==> config.mk <==
export PLATFORM = sky130hd
export DESIGN_NAME = id_inst_buffer_flat
export DESIGN_NICKNAME = d
export VERILOG_FILES = /design/src/rtl/id_inst_buffer_pkg.sv /design/src/rtl/id_inst_buffer_if.sv /design/src/rtl/id_ibuf_ptr.sv /design/src/rtl/id_inst_buffer.sv /design/src/flat_wrapper.sv
export SDC_FILE = /design/constraint.sdc
export NUM_CORES = 1
export LEC_CHECK = 0
export ABC_AREA = 1
export BUFFER_PORTS_ARGS = -buffer_cell sky130_fd_sc_hd__buf_2
export CORE_AREA = 2 2 140 196
export CTS_BUF_LIST = sky130_fd_sc_hd__clkbuf_8
export CTS_CLUSTER_DIAMETER = 100
export DETAILED_ROUTE_END_ITERATION = 8
export DIE_AREA = 0 0 142 198
export GPL_TIMING_DRIVEN = 0
export PLACE_DENSITY = 0.73
export SLEW_MARGIN = 5
export SYNTH_ARGS = -nofsm -noshare
export SYNTH_HDL_FRONTEND = slang
export SYNTH_SLANG_ARGS = --single-unit
==> constraint.sdc <==
create_clock -name clk -period 7.55 [get_ports clk]
set_input_delay 0.3775 -clock clk [delete_from_list [all_inputs] [get_ports clk]]
set_output_delay 0.3775 -clock clk [all_outputs]
set_load 0.02 [all_outputs]
==> src/rtl/id_inst_buffer_pkg.sv <==
// -----------------------------------------------------------------------------
// id_inst_buffer_pkg
// Shared definitions for the IF->ID instruction buffer:
//   - default PC/instruction widths and the packed {pc, inst} entry width
//   - IF stall-request encodings
//   - pointer-width helper
//   - flush-mode decode used by the buffer's next-state logic
// -----------------------------------------------------------------------------
package id_inst_buffer_pkg;

  localparam int PC_W_DFLT   = 32;
  localparam int INST_W_DFLT = 32;

  // One buffered entry is {pc, inst}.
  localparam int IF_TO_ID_WD = PC_W_DFLT + INST_W_DFLT;

  // IF stall-request encodings.
  localparam logic STOP    = 1'b1;
  localparam logic NO_STOP = 1'b0;

  // Pointer width for a DEPTH-entry ring; never narrower than one bit.
  function automatic int ptr_w(input int depth);
    return (depth > 1) ? $clog2(depth) : 1;
  endfunction

  // What a flush does to the buffer this cycle.
  typedef enum logic [1:0] {
    FL_NONE = 2'd0,  // normal push/pop
    FL_DROP = 2'd1,  // discard everything
    FL_KEEP = 2'd2   // keep one entry as the delay slot
  } flush_mode_e;

endpackage

==> src/rtl/id_inst_buffer_if.sv <==
// -----------------------------------------------------------------------------
// id_inst_buffer_if
// Handshake bundle between IF, the instruction buffer and ID.
//   in_valid/in_ready/in_pc/in_inst    : IF -> buffer
//   out_valid/out_ready/out_pc/out_inst: buffer -> ID
// Modports:
//   master : pipeline side (drives fetched words and ID's ready)
//   slave  : buffer side
// -----------------------------------------------------------------------------
interface id_inst_buffer_if #(
  parameter int PC_W   = 32,
  parameter int INST_W = 32
);

  logic              in_valid;
  logic              in_ready;
  logic [PC_W-1:0]   in_pc;
  logic [INST_W-1:0] in_inst;

  logic              out_valid;
  logic              out_ready;
  logic [PC_W-1:0]   out_pc;
  logic [INST_W-1:0] out_inst;

  modport master (
    output in_valid, in_pc, in_inst, out_ready,
    input  in_ready, out_valid, out_pc, out_inst
  );

  modport slave (
    input  in_valid, in_pc, in_inst, out_ready,
    output in_ready, out_valid, out_pc, out_inst
  );

endinterface

==> src/rtl/id_ibuf_ptr.sv <==
// -----------------------------------------------------------------------------
// id_ibuf_ptr
// Wrap-around pointer for the instruction ring. Width W covers exactly
// 2**W entries, so the natural binary rollover is the modulo-DEPTH wrap.
// Ports:
//   clk, rst   : clock, synchronous active-high reset (pointer -> 0)
//   inc_i      : advance by one
//   clr_i      : load clr_val_i (has priority over inc_i)
//   clr_val_i  : value loaded on clear
//   ptr_o      : current pointer
// -----------------------------------------------------------------------------
module id_ibuf_ptr #(
  parameter int W = 2
) (
  input  logic         clk,
  input  logic         rst,
  input  logic         inc_i,
  input  logic         clr_i,
  input  logic [W-1:0] clr_val_i,
  output logic [W-1:0] ptr_o
);

  logic [W-1:0] ptr_q;
  logic [W-1:0] ptr_d;

  // NOTE: combinational logic uses blocking assignments and gives every
  // output a default first, so no path leaves a signal unassigned (no latch).
  always_comb begin
    ptr_d = ptr_q;
    if (clr_i) begin
      ptr_d = clr_val_i;
    end else if (inc_i) begin
      ptr_d = ptr_q + W'(1);
    end
  end

  // NOTE: state registers use non-blocking assignments; the reset here is
  // synchronous, so rst is sampled only on the clock edge.
  always_ff @(posedge clk) begin
    if (rst) begin
      ptr_q <= '0;
    end else begin
      ptr_q <= ptr_d;
    end
  end

  assign ptr_o = ptr_q;

endmodule

==> src/rtl/id_inst_buffer.sv <==
// -----------------------------------------------------------------------------
// id_inst_buffer
// DEPTH-entry circular FIFO of {pc, inst} between IF and ID. Fetched words
// are accepted while ID is stalled and handed to ID with valid/ready.
// A branch flush empties the buffer, or keeps one entry (the MIPS delay
// slot) relocated to index 0. Cycles in which IF offered a word that could
// not be accepted are counted in a saturating counter.
// DEPTH must be a power of two and >= 2.
// Ports:
//   clk, rst     : clock, synchronous active-high reset
//   flush        : discard buffered entries (branch taken in ID)
//   flush_keep   : with flush, keep the oldest unconsumed entry
//   bus          : IF/ID handshake (slave view)
//   count        : current occupancy, 0..DEPTH
//   stallreq_if  : IF stall request, asserted when the buffer is full
//   bp_cycles    : saturating count of in_valid && !in_ready cycles
// -----------------------------------------------------------------------------
module id_inst_buffer
  import id_inst_buffer_pkg::*;
#(
  parameter int DEPTH  = 4,
  parameter int PC_W   = PC_W_DFLT,
  parameter int INST_W = INST_W_DFLT,
  parameter int CNT_W  = 32
) (
  input  logic                     clk,
  input  logic                     rst,
  input  logic                     flush,
  input  logic                     flush_keep,
  id_inst_buffer_if.slave          bus,
  output logic [$clog2(DEPTH):0]   count,
  output logic                     stallreq_if,
  output logic [CNT_W-1:0]         bp_cycles
);

  localparam int PW = ptr_w(DEPTH);
  localparam int CW = PW + 1;
  localparam int EW = PC_W + INST_W;
  localparam logic [CW-1:0] FULL = CW'(DEPTH);

  logic [EW-1:0]    mem_q [DEPTH];
  logic [PW-1:0]    rd_ptr;
  logic [PW-1:0]    wr_ptr;
  logic [CW-1:0]    count_q, count_d;
  logic [CNT_W-1:0] bp_q, bp_d;

  logic             in_ready;
  logic             out_valid;
  logic             push;
  logic             pop;
  flush_mode_e      mode;

  logic             wr_en;
  logic [PW-1:0]    wr_idx;
  logic [EW-1:0]    wr_data;
  logic             wr_clr_one;
  logic [EW-1:0]    head;

  // Ready depends only on registered occupancy: a full buffer refuses a
  // push even in a cycle where ID pops, which keeps out_ready off the
  // in_ready timing path.
  assign in_ready  = (count_q < FULL);
  assign out_valid = (count_q != '0) && !flush;
  assign push      = bus.in_valid && in_ready;
  assign pop       = out_valid && bus.out_ready;

  // Head entry; an empty buffer presents zeros rather than stale storage.
  assign head = (count_q != '0) ? mem_q[rd_ptr] : '0;

  assign bus.in_ready  = in_ready;
  assign bus.out_valid = out_valid;
  assign bus.out_pc    = head[EW-1:INST_W];
  assign bus.out_inst  = head[INST_W-1:0];

  assign count       = count_q;
  assign stallreq_if = in_ready ? NO_STOP : STOP;
  assign bp_cycles   = bp_q;

  always_comb begin
    mode = FL_NONE;
    if (flush) begin
      mode = flush_keep ? FL_KEEP : FL_DROP;
    end
  end

  // Occupancy and the single storage write port.
  always_comb begin
    count_d    = count_q;
    wr_en      = 1'b0;
    wr_idx     = wr_ptr;
    wr_data    = {bus.in_pc, bus.in_inst};
    wr_clr_one = 1'b0;

    unique case (mode)
      FL_NONE: begin
        wr_en   = push;
        count_d = count_q + CW'(push) - CW'(pop);
      end
      FL_DROP: begin
        count_d = '0;
      end
      FL_KEEP: begin
        // pop is forced low by flush, so the survivor is the current head
        // if there is one, else the word being fetched this cycle.
        count_d = '0;
        if (count_q != '0) begin
          wr_en      = 1'b1;
          wr_idx     = '0;
          wr_data    = mem_q[rd_ptr];
          wr_clr_one = 1'b1;
          count_d    = CW'(1);
        end else if (push) begin
          wr_en      = 1'b1;
          wr_idx     = '0;
          wr_clr_one = 1'b1;
          count_d    = CW'(1);
        end
      end
      default: begin
        count_d = count_q;
      end
    endcase
  end

  always_comb begin
    bp_d = bp_q;
    if (bus.in_valid && !in_ready && (bp_q != '1)) begin
      bp_d = bp_q + CNT_W'(1);
    end
  end

  always_ff @(posedge clk) begin
    if (rst) begin
      count_q <= '0;
      bp_q    <= '0;
    end else begin
      count_q <= count_d;
      bp_q    <= bp_d;
    end
  end

  // NOTE: the storage array has no reset; count gates every read, so stale
  // contents are never visible and the array can map to plain flops/RAM.
  always_ff @(posedge clk) begin
    if (wr_en) begin
      mem_q[wr_idx] <= wr_data;
    end
  end

  id_ibuf_ptr #(.W(PW)) u_rd_ptr (
    .clk       (clk),
    .rst       (rst),
    .inc_i     (pop),
    .clr_i     (flush),
    .clr_val_i ('0),
    .ptr_o     (rd_ptr)
  );

  // After a keep-flush the survivor sits at index 0, so writing resumes at 1.
  id_ibuf_ptr #(.W(PW)) u_wr_ptr (
    .clk       (clk),
    .rst       (rst),
    .inc_i     (push && !flush),
    .clr_i     (flush),
    .clr_val_i (wr_clr_one ? PW'(1) : PW'(0)),
    .ptr_o     (wr_ptr)
  );

endmodule

==> src/flat_wrapper.sv <==
// flat-port wrapper written by rule: the top's interface ports become plain ports
module id_inst_buffer_flat import id_inst_buffer_pkg::*;
#(
  parameter int DEPTH  = 4,
  parameter int PC_W   = PC_W_DFLT,
  parameter int INST_W = INST_W_DFLT,
  parameter int CNT_W  = 32
)
  (clk, rst, flush, flush_keep, count, stallreq_if, bp_cycles, bus_in_valid, bus_in_pc, bus_in_inst, bus_out_ready, bus_in_ready, bus_out_valid, bus_out_pc, bus_out_inst);
  id_inst_buffer_if #(.PC_W(PC_W), .INST_W(INST_W)) bus_i ();
  input  logic clk;
  input  logic rst;
  input  logic flush;
  input  logic flush_keep;
  output logic [$clog2(DEPTH):0] count;
  output logic stallreq_if;
  output logic [CNT_W-1:0] bp_cycles;
  input wire logic [$bits(bus_i.in_valid)-1:0] bus_in_valid;
  input wire logic [$bits(bus_i.in_pc)-1:0] bus_in_pc;
  input wire logic [$bits(bus_i.in_inst)-1:0] bus_in_inst;
  input wire logic [$bits(bus_i.out_ready)-1:0] bus_out_ready;
  output wire logic [$bits(bus_i.in_ready)-1:0] bus_in_ready;
  output wire logic [$bits(bus_i.out_valid)-1:0] bus_out_valid;
  output wire logic [$bits(bus_i.out_pc)-1:0] bus_out_pc;
  output wire logic [$bits(bus_i.out_inst)-1:0] bus_out_inst;
  assign bus_i.in_valid = bus_in_valid;
  assign bus_i.in_pc = bus_in_pc;
  assign bus_i.in_inst = bus_in_inst;
  assign bus_i.out_ready = bus_out_ready;
  assign bus_in_ready = bus_i.in_ready;
  assign bus_out_valid = bus_i.out_valid;
  assign bus_out_pc = bus_i.out_pc;
  assign bus_out_inst = bus_i.out_inst;
  id_inst_buffer #(.DEPTH(DEPTH), .PC_W(PC_W), .INST_W(INST_W), .CNT_W(CNT_W)) u_core (.clk(clk), .rst(rst), .flush(flush), .flush_keep(flush_keep), .bus(bus_i), .count(count), .stallreq_if(stallreq_if), .bp_cycles(bp_cycles));
endmodule
---- Word-level counts from Yosys, hierarchy flattened ----
Memory sizes are Yosys's and may differ from the RTL's. A register that Yosys moved wholly into a read port is not among the register bits.
Cells that the tools add are included.
cells by class
  add/sub/neg operators ................... 5
  $mul .................................... 0
  divide/modulo/power cells ............... 0
  $lt $le $gt $ge ......................... 1
  eq/ne operators ......................... 3
  shift operators ......................... 0
  muxes and demuxes ....................... 23
  bitwise logic cells ..................... 0
  reductions and logical operators ........ 13
operators with widths
  kind                     count
  $mux W64                 3
  $add A32 B1 Y32 const B  1
  $ne A32 B32 Y1 const B   1
  $mux W2                  9
  $pmux W3 S3              1
  $mux W1                  8
  $logic_and A1 B1 Y1      6
  $reduce_bool A3 Y1       2
  $add A2 B1 Y2 const B    2
  $add A3 B1 Y3            1
  $lt A3 B3 Y1 const B     1
  $mux W3                  1
  $sub A3 B1 Y3            1
  $eq A2 B1 Y1 const B     1
  $eq A2 B2 Y1 const B     1
  $logic_not A1 Y1         2
  $logic_not A2 Y1         1
  $pmux W1 S2              1
  $reduce_bool A2 Y1       1
  $reduce_or A2 Y1         1
storage, ports and cells
  register bits after elaboration ......... 39
  bits in latches ......................... 0
  memory bits (writable) .................. 256
  bits in read-only memories .............. 0
  bits of input ports ..................... 70
  output and inout port bits .............. 102
  logic and storage cells ................. 50
  memories ................................ 1
memories
  memory        words  bits a word  rd ports  clocked after Yosys merged registers in  write ports  RTL line              text
  u_core.mem_q  4      64           1         1                                        1            id_inst_buffer.sv:41  logic [EW-1:0] mem_q [DEPTH];

---- Logic depth before layout (Yosys ltp) ----
  word-level depth ........................ 7
  mapped depth ............................ 14
  depth with buffers taken out ............ 14

---- Hierarchy ----
From an unflattened synthesis, not the netlist that was laid out.
second synthesis, totals
  cell total of the unflattened synthesis .. 1,270
  area total of the unflattened synthesis .. 13,033.8 um^2
modules (own cells, without submodules)
  module          times used  cells each  area each (um^2)  sequential area each (um^2)
  id_inst_buffer  1           1,226       12,796.0          8,388.0
  id_ibuf_ptr     2           22          118.9             40.0

---- Least setup slack after synthesis ----
No wires, ideal clock.
  kind .................................... reg-to-reg
  start ................................... register u_core.count_q[2], in the netlist u_core.count[2]
  end ..................................... memory u_core.mem_q[1][0] in the netlist's numbering (enable)
  library setup time ...................... 0.565 ns
  data arrival time ....................... 5.598 ns
  data required time ...................... 6.985 ns
  setup slack ............................. 1.387 ns
  cell stages (with the launch flop) ...... 8
  buffers on the path ..................... 0
  period minus slack after synthesis ...... 6.163 ns
  path through ............................ dfxtp_1 inv_2 nand3_1 o21ai_0 inv_1 nor2_1 inv_1 nor3_1
between the ends
  word-level cells in the longest chain between the ends .. 7
  elaborated cells on any way between the ends .. 11
  those cells by class .................... order compare: 1; mux: 8; reduce/logical: 2
RTL lines
  what                           RTL line               text
  from (decl)                    id_inst_buffer.sv:44   logic [CW-1:0] count_q, count_d;
  from (signal assigned)         id_inst_buffer.sv:137  count_q <= count_d;
  $lt A3 B3 Y1 *                 id_inst_buffer.sv:62   assign in_ready = (count_q < FULL);
  net bus_in_ready               flat_wrapper.sv:22     output wire logic [$bits(bus_i.in_ready)-1:0] bus_in_ready;
  $logic_and A1 B1 Y1 *          id_inst_buffer.sv:64   assign push = bus.in_valid && in_ready;
  $mux W1                        id_inst_buffer.sv:112  end else if (push) begin
  $mux W1                        id_inst_buffer.sv:106  if (count_q != '0) begin
  $pmux W1 S2                    id_inst_buffer.sv:94   unique case (mode)
  $mux W1                        id_inst_buffer.sv:145  if (wr_en) begin
  $mux W1 (implied by the code)  id_inst_buffer.sv:146  mem_q[wr_idx] <= wr_data;
  to (decl)                      id_inst_buffer.sv:41
The timed path passes the listed nets; every way through them passes the cells marked *.

---- Worst setup path after layout ----
  start ................................... register u_core.count_q[2], in the netlist u_core.count[2]
  end ..................................... output bus_out_inst[21]
between the ends
  word-level cells in the longest chain between the ends .. 2
RTL lines
  what                RTL line              text
  $reduce_bool A3 Y1  id_inst_buffer.sv:68  assign head = (count_q != '0) ? mem_q[rd_ptr] : '0;
  $mux W64            id_inst_buffer.sv:68
  to (decl)           flat_wrapper.sv:25    output wire logic [$bits(bus_i.out_inst)-1:0] bus_out_inst;
No other way between the ends.

==> run summary <==
The flow ran to the end, and the final reports show no timing, DRC or antenna violations. The critical path starts at u_core.count[2]. The clock passes through at most 3 buffers. The post-route core utilization is 0.582, and the number of slew-limit violations in the final report is 0.

Clock skew on the completed layout was measured at 0.0116 ns. At the worst endpoint, the required time is 7.17 ns. After detailed placement, the total cell area comes to 14500 um2.

After the flow finishes, the layout carries non-filler instances totaling 1857. For the number of different library cells in the post-synthesis netlist, the log shows 31. Following the worst setup path forward leads to its endpoint at bus_out_inst[21]. The tools report the routability congestion estimate from global placement as 0.941. The tools report the met3 usage in global routing as 0.0525.

TritonCTS built the clock tree. The final layout contains routed wiring with a total length of 33.1 mm. The logs give 0.271 for the met1 routing resource usage after global routing and 0 for the post-route antenna net violation count. The critical path arrival is 3.00 ns.

After clock tree synthesis, the clock-pin slew on the worst setup and hold paths is 0.06 ns. The proportion of synthesized chip area in sequential cells was 0.655. Commonest non-fill, non-tap cell in the layout: nand2_1. The type of origin of the critical path is a flop. Including well taps, the total number of placed cells is 1773. The fraction of the cycle the final worst path needs works out to 0.447.

The tree is rooted in a clkbuf_8. The count of buffers inserted at the top-level ports was 170. IR analysis of the VDD net gives a maximum drop of 0.127 mV. The logs give 50.6 mm for the global-route wire length before repair and 0 for the total of cells resized after clock tree synthesis. The tools report the total die area as 28100 um2. The total routing usage reported by global routing was 0.233.

The critical path in this run is classified as reg -> out. The number of global-route vias before repair came out at 10000. Based on the critical path, the design can be clocked at up to 296 MHz. The post-synthesis instance area came out at 13000 um2.

The clock latency at the later pin of the worst-skew pair is 0.55 ns. 172 I/O pins were placed. The logs give 0 for the number of endpoints with negative hold slack in the final report and 4.43 ns for the slack of the worst reg-to-reg path. The number of design-rule violations left by the first detailed-router iteration was 655. The startpoint identified for the worst hold timing path is bus_out_ready.

Setup repair after global routing left no endpoint under its margin. The first detailed-routing pass took 7 iterations. The logs give 10200 for the total vias in the final route and 1248 for the gate count of the mapped netlist. At the end of the flow, the number of nets in the layout was 1567.

Dividing the detail-routed wire length by the instance count gives 17.8 um. In the routed design, unresolved DRC markers number 0. For the number of clock sinks, the log shows 297. The type of the tightest min-delay check was in -> reg. In the layout the commonest cells are nand2_1, edfxtp_1, buf_2. The run gives 71 as the row count. The startpoint identified for the worst register-to-register timing path is u_core.count[2]. The die extent in x was 142 um. The share of final-layout standard cells stronger than drive strength 1 was 0.193. The worst reg2reg path endpoint was u_core.mem_q[3][26]. Worst slew margin relative to its limit: 0.268. The worst setup path is captured at an output port.

The synthesized net count was 1324; the number of warning messages in the yosys log was 0. The final setup TNS came out at 0 ns. The slew of the pin with the lowest slew margin is 1.10 ns, and the number of buffers inserted for hold repair after clock tree synthesis is 0.

The tool flagged a number of max-cap violations equal to 0. The number of synthesized register bits was 297. For the number of buffers inserted during clock tree synthesis, the log shows 44. The hold-critical path depth was 4; the synthesized area per cell was 10.4 um2. The via-per-instance ratio came out at 5.49. The met2 track demand over resource is 0.406.

The initial standard-cell utilization of the core is 0.489, and the height of the die is 198 um. For the worst flop-to-flop path, the logic depth is 10. From synthesis to final layout, the design area changed by 18.9%.

The initial antenna violation count came out at 4. Setup violations remaining at the end of the flow were counted as 0. The smallest clock period supported by the final layout is computed as 3.38 ns. The run gives 12 as the pin count of the biggest net entering global routing. For this design the static power due to leakage is 6.18 nW. The biggest fanout along the worst timing path came out at 10.

The global routing stage identified its most utilized layer as met2. After floorplanning, the core was sized to cover 26600 um2. The tools report the count of buffers added by post-CTS timing repair for setup as 0. The total overflow left after global routing is 0.

Summing all non-filler instances in the final layout gives an area of 15400 um2. The total number of H-tree levels is 2. In this run the power density over the cells is 250 nW/um2. Detailed placement finished with a half-perimeter wire length of 22.9 mm.
## flip-flops by register name, indices dropped and copies added (netlist names), named ones only
name	cells
u_core.u_rd_ptr.ptr_o	2
u_core.bp_cycles	32
u_core.u_wr_ptr.ptr_o	2
u_core.count	3
u_core.mem_q	256
## critical path, cell delays in order (launching register included)
cell	delay [ns]
dfxtp_1	0.40
inv_2	0.11
nand3_1	0.11
inv_1	0.09
clkbuf_1	0.82
clkbuf_1	0.52
nor2_1	0.19
buf_2	0.21
## final cells by class
cell class              count  area (um2)
well taps                 328         410
fillers                  2250       11100
plain buffers              73         323
multi-input cells         813        3930
repair buffers            197        1120
flip-flops and latches    297        8510
clock inverters            35         278
inverters                  65         244
clock buffers              45         619
diodes                      4        10.0
## layer usage
layer  share of wire  up-vias
met5         0.00069        -
met4           0.032        4
met3           0.082       77
met2            0.51      446
met1            0.38     4806
li1                -     4854
## report_power, final
part | leakage (nW) | switching [mW] | internal, mW | total [mW]
Clock | 0.498 | 0.590 | 0.728 | 1.32
Combinational | 3.01 | 0.438 | 0.194 | 0.632
Sequential | 2.66 | 0.0200 | 1.89 | 1.91
## synth_stat cells, drive strengths merged
cell type / number / area share
a21oi: 84 / 0.032
a31oi: 3 / 0.0014
a32o: 64 / 0.049
buf: 22 / 0.010
clkbuf: 51 / 0.015
dfxtp: 41 / 0.063
edfxtp: 256 / 0.59
fa: 1 / 0.0015
ha: 5 / 0.0048
inv: 65 / 0.019
nand2: 372 / 0.11
nand3: 22 / 0.0085
nand3b: 2 / 0.0012
nand4: 13 / 0.0063
nor2: 150 / 0.047
nor3: 14 / 0.0062
nor3b: 2 / 0.0012
o211ai: 1 / 0.00058
o21ai: 73 / 0.028
o21bai: 1 / 0.00058
xnor2: 4 / 0.0027
xor2: 2 / 0.0013
## worst min path at each step
stage                                to  slack (ns)
2_1_floorplan                      flop        0.46
4_1_cts        u_core.u_wr_ptr.ptr_o[0]        0.16
5_1_grt        u_core.u_wr_ptr.ptr_o[0]        0.19
3_5_place_dp            u_core.count[0]        0.47
3_3_place_gp   u_core.u_rd_ptr.ptr_o[0]        0.47
6_report       u_core.u_rd_ptr.ptr_o[1]        0.18
## through the flow
stage	hold slack (ns)	total power, mW	setup WS (ns)
after floorplan	0.457	2.34	1.39
after global placement	0.467	2.56	-1.90
after detailed placement	0.471	2.58	4.44
after CTS	0.160	3.88	4.15
after global routing	0.194	4.00	4.04
final	0.180	3.86	4.17
## cell families (layout without fill, tap and decap cells)
group | Yosys count | after routing | share of synthesized area
AO/OA/AOI/OAI | 226 | 226 | 0.112
XOR/XNOR | 6 | 6 | 0.00405
adder cells (fa/ha/maj) | 6 | 6 | 0.00636
buffers and inverters | 138 | 415 | 0.0436
flip-flops | 297 | 297 | 0.655
other | 0 | 4 | 0
AND/OR/NAND/NOR | 575 | 575 | 0.178
No activity file was read; power rests on OpenSTA's default activity.
